$ cat src/rtl/grant_burst_ctrl_pkg.sv
// Shared definitions for the grant-driven burst controller: state encoding,
// default widths and the beat-counter sizing helper.
package grant_burst_ctrl_pkg;

    localparam int unsigned DEFAULT_N = 4;
    localparam int unsigned DEFAULT_W = 8;

    typedef enum logic [1:0] {
        StIdle    = 2'd0,
        StXfer    = 2'd1,
        StRelease = 2'd2
    } state_e;

    // One extra bit over clog2 keeps the MAX_BURST=1 case at a legal 1-bit width.
    function automatic int unsigned count_width(input int unsigned max_burst);
        return $clog2(max_burst) + 1;
    endfunction

endpackage

$ cat src/rtl/onehot_lsb_pick.sv
// Isolates the lowest set bit of a vector and flags when more than one bit is set.
module onehot_lsb_pick #(
    parameter int unsigned N = 4
) (
    input  logic [N-1:0] vec,
    output logic [N-1:0] lsb,
    output logic         multi
);

    // Two's-complement trick: vec & -vec keeps only the lowest set bit.
    assign lsb   = vec & (~vec + N'(1));
    assign multi = |(vec & ~lsb);

endmodule

$ cat src/rtl/grant_burst_ctrl.sv
// Locks the shared output channel to the arbiter's granted requester for one burst
// and routes that requester's beats through a valid/ready handshake.
module grant_burst_ctrl
    import grant_burst_ctrl_pkg::*;
#(
    parameter int unsigned N         = DEFAULT_N,
    parameter int unsigned W         = DEFAULT_W,
    parameter int unsigned MAX_BURST = 4
) (
    input  logic           clk,
    input  logic           rst,
    input  logic [N-1:0]   grant,
    input  logic [N-1:0]   in_valid,
    input  logic [N*W-1:0] in_data,
    input  logic [N-1:0]   in_last,
    output logic [N-1:0]   in_ready,
    output logic           out_valid,
    output logic [W-1:0]   out_data,
    output logic           out_last,
    input  logic           out_ready,
    output logic [N-1:0]   owner,
    output logic           busy,
    output logic           burst_release,
    output logic           grant_err
);

    localparam int unsigned CW = count_width(MAX_BURST);

    state_e         state_q, state_d;
    logic [N-1:0]   owner_q, owner_d;
    logic [CW-1:0]  count_q, count_d;
    logic           err_q, err_d;

    logic [N-1:0]   grant_lsb;
    logic           grant_multi;

    logic           sel_valid;
    logic [W-1:0]   sel_data;
    logic           sel_last;
    logic           xfer;
    logic           at_limit;
    logic           beat;
    logic           burst_end;

    onehot_lsb_pick #(
        .N (N)
    ) u_pick (
        .vec   (grant),
        .lsb   (grant_lsb),
        .multi (grant_multi)
    );

    // Owner is one-hot, so OR-ing the selected lanes yields a clean mux.
    always_comb begin
        sel_valid = 1'b0;
        sel_data  = '0;
        sel_last  = 1'b0;
        for (int i = 0; i < int'(N); i++) begin
            if (owner_q[i]) begin
                sel_valid = sel_valid | in_valid[i];
                sel_data  = sel_data | in_data[i*W +: W];
                sel_last  = sel_last | in_last[i];
            end
        end
    end

    assign xfer      = (state_q == StXfer);
    assign at_limit  = (count_q == CW'(MAX_BURST - 1));
    assign out_valid = xfer & sel_valid;
    assign out_data  = xfer ? sel_data : '0;
    assign out_last  = out_valid & (sel_last | at_limit);
    assign in_ready  = owner_q & {N{xfer & out_ready}};
    assign beat      = out_valid & out_ready;
    assign burst_end = beat & (sel_last | at_limit);

    assign owner         = owner_q;
    assign busy          = (state_q != StIdle);
    assign burst_release = (state_q == StRelease);
    assign grant_err     = err_q;

    always_comb begin
        state_d = state_q;
        owner_d = owner_q;
        count_d = count_q;
        err_d   = err_q;
        unique case (state_q)
            StIdle: begin
                if (|grant) begin
                    owner_d = grant_lsb;
                    count_d = '0;
                    err_d   = err_q | grant_multi;
                    state_d = StXfer;
                end
            end
            StXfer: begin
                if (beat) begin
                    count_d = count_q + CW'(1);
                    if (burst_end) begin
                        state_d = StRelease;
                    end
                end
            end
            StRelease: begin
                owner_d = '0;
                count_d = '0;
                state_d = StIdle;
            end
            default: begin
                owner_d = '0;
                count_d = '0;
                state_d = StIdle;
            end
        endcase
    end

    always_ff @(posedge clk or posedge rst) begin
        if (rst) begin
            state_q <= StIdle;
            owner_q <= '0;
            count_q <= '0;
            err_q   <= 1'b0;
        end else begin
            state_q <= state_d;
            owner_q <= owner_d;
            count_q <= count_d;
            err_q   <= err_d;
        end
    end

endmodule

$ cat config.mk
export PLATFORM = sky130hd
export DESIGN_NAME = grant_burst_ctrl
export DESIGN_NICKNAME = d
export VERILOG_FILES = /design/src/rtl/grant_burst_ctrl_pkg.sv /design/src/rtl/onehot_lsb_pick.sv /design/src/rtl/grant_burst_ctrl.sv
export SDC_FILE = /design/constraint.sdc
export NUM_CORES = 1
export LEC_CHECK = 0
export BUFFER_PORTS_ARGS = -buffer_cell sky130_fd_sc_hd__buf_2
export CAP_MARGIN = 15
export CORE_UTILIZATION = 39
export CTS_CLUSTER_DIAMETER = 150
export DETAILED_ROUTE_END_ITERATION = 10
export GPL_TIMING_DRIVEN = 0
export PLACE_DENSITY = 0.82
export SLEW_MARGIN = 20
export SYNTH_ARGS = -nofsm -noshare
export SYNTH_HDL_FRONTEND = slang
export SYNTH_SLANG_ARGS = --single-unit
$ cat constraint.sdc
create_clock -name clk -period 3.6 [get_ports clk]
set_input_delay 0.54 -clock clk [delete_from_list [all_inputs] [get_ports clk]]
set_output_delay 0.54 -clock clk [all_outputs]
set_load 0.005 [all_outputs]
==> metrics.cfg, run 1 <==
[sta]
slew_violations = 0
max_freq_mhz = 469
setup_slack_ns = 1.47
relSlewSlack = 0.666
rsz0062_at_grt = false
whs_ns = 0.233
period_share = 0.592
worstMarginPinSlew_ns = 0.500
tns_ns = 0
finClkSkew_ns = 0.00285
fin_crit_ns = 2.13
setup_viol = 0
hold_violations = 0

[cells_and_area]
antenna_cells = 0
layout_commonest_cell = buf_2
final_cell_mix = 67 x buf_2, 18 x a22oi_1, 11 x a21oi_1
nets = 206
final_layout_size_suffix_gt1_frac = 0.474
syn_to_final_growth_pct = 54.9
fin_cells = 181

[clock_network]
htree_levels = 1
cts_tree = yes
hold_buffers = 0
cts_setup_buffers = 0
clock_latency_ns = 0.26
cts_resized = 0
clkSinkCount = 10
clk_path_buf_depth = 2
cts-root-buf = clkbuf_4
clk_pin_slew_ns = 0.07
cts_buffers = 3

[yosys]
synthTopCellsByArea = dfrtp_1 34%, a22oi_1 18%, a21oi_1 7.5%
yosysTopAreaCell = dfrtp_1
ys.warnings.count = 0
synth.cell_area_sq_um = 734
syn_inst = 85
yosysSeqAreaShare = 0.341
synth_area_per_cell_sq_um = 8.64
ys_ff_latch = 10
synthesis.nets = 134
yosys.area.top_type_share = 0.341
ys_types = 24

[placed_design]
dp_cells = 177
post-place-ws_ns = 1.67
hpwlAfterDp_um = 1830
portBuffers = 67
place.gp.congestion = 0.844

[detailed_routing]
drc_errors = 0
wl_per_cell_um = 12.3
drt-total-wl_um = 2230
drtPass1Iterations = 4
drt-vias-per-instance = 5.21
dr_total_vias = 943
drt_iter0_markers = 23
final_antenna_net_count = 0

[power_and_ir_drop]
powerDensity_nw_per_um2 = 647
power.leakage_nw = 0.620
peakVddDrop_mv = 0.442

[setup_path]
r2r_setup_slack_ns = 2.10
start_kind = flop
crit_type = flop to output port
worst_setup_path_end_kind = output port
cp_data_required_time_ns = 3.06
arrival_ns = 1.59
cp_max_fo = 10

[die]
fp.coreArea_sq_um = 1750
die-area_sq_um = 2060
io_pins = 68
start_util = 0.421
die_x_um = 45.4
row_count = 15
die_y_um = 45.4

[min_path]
min_path_type = input pin to async pin

[flow_run]
maxCapViolCount = 0

[global_route]
gr-total-overflow = 0
first_global_vias = 764
antenna_found_initial = 0
grt_max_degree = 11
grt.total_usage = 0.206
grt_pass1_wl_um = 3120

[run_status]
status = finished clean

path summary, 6_finish.rpt:
check	end	cells after the start	start
max	out_data[5]	5	state_q[1]
min	count_q[1]	2	rst
max reg2reg	count_q[0]	4	state_q[1]
min reg2reg	grant_err	1	grant_err
max in group asynchronous	owner[1]	2	rst
min in group clk	grant_err	1	grant_err
flip-flops by register name, indices dropped and copies added, names as in the netlist:
register,cells
owner,4
count_q,3
state_q,2
grant_err,1
layout make-up:
class	instances	area, sq um
buffer	5	18.8
clock buffer	4	36.3
fill	170	608
inverter	7	26.3
multi-input combinational	63	439
sequential	10	250
tap	25	31.3
timing repair buffer	67	335
power by group:
| group | internal [mW] | switching, mW |
|---|---|---|
| Combinational | 0.210 | 0.238 |
| Sequential | 0.153 | 0.0366 |
| Clock | 0.0614 | 0.0373 |
| Total | 0.424 | 0.312 |
per-stage QoR:
stage          area, sq um   util  power [mW]
6_report              1140  0.652       0.736
3_5_place_dp          1100  0.631       0.637
5_1_grt               1140  0.652       0.804
3_3_place_gp          1100  0.631       0.621
2_1_floorplan          734      -       0.454
4_1_cts               1140  0.652       0.734
per-layer routing:
| layer | wire length [um] | GRT usage |
|---|---|---|
| met5 | 0 | 0 |
| met4 | 0 | 0.0364 |
| met3 | 117 | 0.0476 |
| met2 | 1150 | 0.337 |
| met1 | 954 | 0.281 |
worst max-delay path: stages, from the launching register on:
cell	delay, ns
dfrtp_1	0.44
inv_1	0.10
nand2_1	0.12
clkbuf_1	0.42
a21oi_1	0.10
buf_2	0.15
cells by family after synthesis:
logic type,count (synthesis),share of synthesized area
compound gates,40,0.392
fa+ha+maj,3,0.0477
buf+inv,12,0.0613
flops,10,0.341
mux,1,0.0153
simple gates,19,0.143
cells in the mapped netlist (all sizes together):
master  count
a21o        1
a32o        2
a211oi      1
and3        4
maj3        1
clkbuf      5
ha          2
or3         1
or4         1
nand3b      1
nor2        7
and2        1
o211ai      1
inv         7
nand2       3
o211a       1
a21oi      12
a22oi      18
a22o        3
a222oi      1
mux2        1
nand2b      1
dfrtp      10
Note: power is estimated with default switching activity, not from simulation.
==> inputs of run 2 (changes only) <==
Settings changed: CORE_UTILIZATION 39 to 36, PLACE_DENSITY 0.82 to 0.77.
Clock period 3.6 ns to 2.2 ns, I/O delays scaled along.
==> run 2 against run 1 <==
Against the previous run:
- power is 64% higher
- first-iteration DRC count grew 48%
- non-clock buffer count unchanged
- cell count unchanged
- sequential power rose by 62%
- wire length is 4.9% higher
- final area unchanged
- clock skew decreased by 0.0018 ns
- register-to-register slack worse by 1.4 ns
- global-route usage rose by 1.6 points
- sequential share of layout area did not move
==> metrics.cfg, run 2 (synthesis results as in run 1) <==
[die]
io_pins = 68  ; unchanged
start_util = 0.403  ; -0.0174
die_x_um = 47.2  ; +3.9%
row_count = 15  ; unchanged
die_y_um = 47.2  ; +3.9%
die-area_sq_um = 2230  ; +8.0%
fp.coreArea_sq_um = 1820  ; +4.3%

[setup_path]
reg2reg_to = count_q[0]
crit_end = out_last
slowest_stage = dfrtp_1
worst_setup_path_end_kind = output port
crit_cells = 5  ; unchanged
reg2reg_from = state_q[1]
cp_max_fo = 10  ; unchanged
max_stage_delay_ns = 0.42  ; -0.02 ns
start_kind = flop
arrival_ns = 1.55  ; -0.04 ns
crit_type = flop to output port
startpoint = state_q[1]
cp_data_required_time_ns = 1.87  ; -1.19 ns
r2r_setup_slack_ns = 0.73  ; -1.37 ns
cp_num_buf_inv = 3  ; unchanged
r2r_cells = 4  ; unchanged
worstPathCellList = inv_1 > nand2_1 > clkbuf_1 > nor2_1 > buf_2
critPathTopFamily = buffers and inverters

[clock_network]
cts_resized = 0  ; unchanged
cts_setup_buffers = 0  ; unchanged
hold_buffers = 0  ; unchanged
clk_pin_slew_ns = 0.06  ; about the same
clk_path_buf_depth = 2  ; unchanged
cts_tree = yes
cts_buffers = 3  ; unchanged
clock_latency_ns = 0.26  ; about the same
clkSinkCount = 10  ; unchanged
cts-root-buf = clkbuf_4
htree_levels = 1  ; unchanged

[sta]
hold_violations = 0  ; unchanged
relSlewSlack = 0.678  ; +0.0115
period_share = 0.853
worstMarginPinSlew_ns = 0.483  ; -0.0172 ns
max_freq_mhz = 533
rsz0062_at_grt = false
slew_violations = 0  ; unchanged
tns_ns = 0  ; unchanged
setup_viol = 0  ; unchanged
finClkSkew_ns = 0.00102  ; -0.00184 ns
fin_crit_ns = 1.88

[placed_design]
portBuffers = 67  ; unchanged
place.gp.congestion = 0.789  ; -6.6%
hpwlAfterDp_um = 1890  ; +3.3%

[global_route]
antenna_found_initial = 0  ; unchanged
first_global_vias = 851  ; +11%
gr-total-overflow = 0  ; unchanged
grt_max_degree = 11  ; unchanged
grt.total_usage = 0.223  ; +0.0165
grt_pass1_wl_um = 3440  ; +10%

[detailed_routing]
final_antenna_net_count = 0  ; unchanged
drt_iter0_markers = 34  ; +48%
drt-total-wl_um = 2330  ; +4.9%
drtPass1Iterations = 4  ; unchanged
wl_per_cell_um = 12.9  ; +4.9%
drc_errors = 0  ; unchanged
drt-vias-per-instance = 5.20  ; -0.11%
dr_total_vias = 942  ; -0.11%

[cells_and_area]
antenna_cells = 0  ; unchanged
layout_commonest_cell = buf_2
nets = 206  ; unchanged
fill_cells = 162  ; -4.7%
final_cell_mix = 67 x buf_2, 18 x a22oi_1, 11 x a21oi_1
largest_reg_flops = 4  ; unchanged
register_area_sq_um = 250  ; unchanged
syn_to_final_growth_pct = 54.9  ; unchanged
post-route-util = 0.625  ; -0.0269
final_layout_size_suffix_gt1_frac = 0.474  ; unchanged
multi_input_area_sq_um = 439  ; unchanged

[power_and_ir_drop]
finalPower_mw = 1.20  ; +64%
powerDensity_nw_per_um2 = 1060  ; +64%
peakVddDrop_mv = 0.527  ; +19%
power.leakage_nw = 0.620  ; unchanged

[run_status]
status = finished clean

[flow_run]
maxCapViolCount = 0  ; unchanged

[min_path]
min_path_type = input pin to async pin

## run 2: metal layers
metal	wire length, um	global-route usage
met1	928	0.265
met2	1230	0.369
met3	137	0.0423
met4	41	0.137
met5	0	0
## run 2: worst reg2reg max path, cell delays in order (launching register included)
cell and delay (ns):
dfrtp_1 0.43, nand3b_1 0.21, a21oi_1 0.31, a21oi_2 0.08, mux2_1 0.32
## run 2: worst min path at each step
| stage | endpoint | slack [ns] |
|---|---|---|
| global placement | grant_err | 0.30 |
| CTS | count_q[2] | 0.03 |
| finish | state_q[0] | 0.02 |
| floorplan | count_q[0] | 0.17 |
| global route | state_q[0] | 0.04 |
| detailed placement | grant_err | 0.32 |
## run 2: area by class of cell
type / instances / share of cell area
multi-input combinational: 63 / 0.386
sequential: 10 / 0.220
tap: 25 / 0.0275
clock buffer: 4 / 0.0319
timing repair buffer: 67 / 0.295
buffer: 5 / 0.0165
inverter: 7 / 0.0231
## run 2: power breakdown
group	total (mW)	internal (mW)	switching (mW)
combinational	0.733	0.344	0.390
clock	0.164	0.100	0.0633
sequential	0.308	0.250	0.0574
## run 2: metrics by stage
stage | hold slack [ns] | instances | area (sq um) | setup WS, ns
after floorplan | 0.170 | 85 | 734 | 0.688
after global routing | 0.0434 | 181 | 1140 | 0.161
after global placement | 0.305 | 177 | 1100 | 0.507
final | 0.0226 | 181 | 1140 | 0.323
after detailed placement | 0.317 | 177 | 1100 | 0.462
after CTS | 0.0264 | 181 | 1140 | 0.322
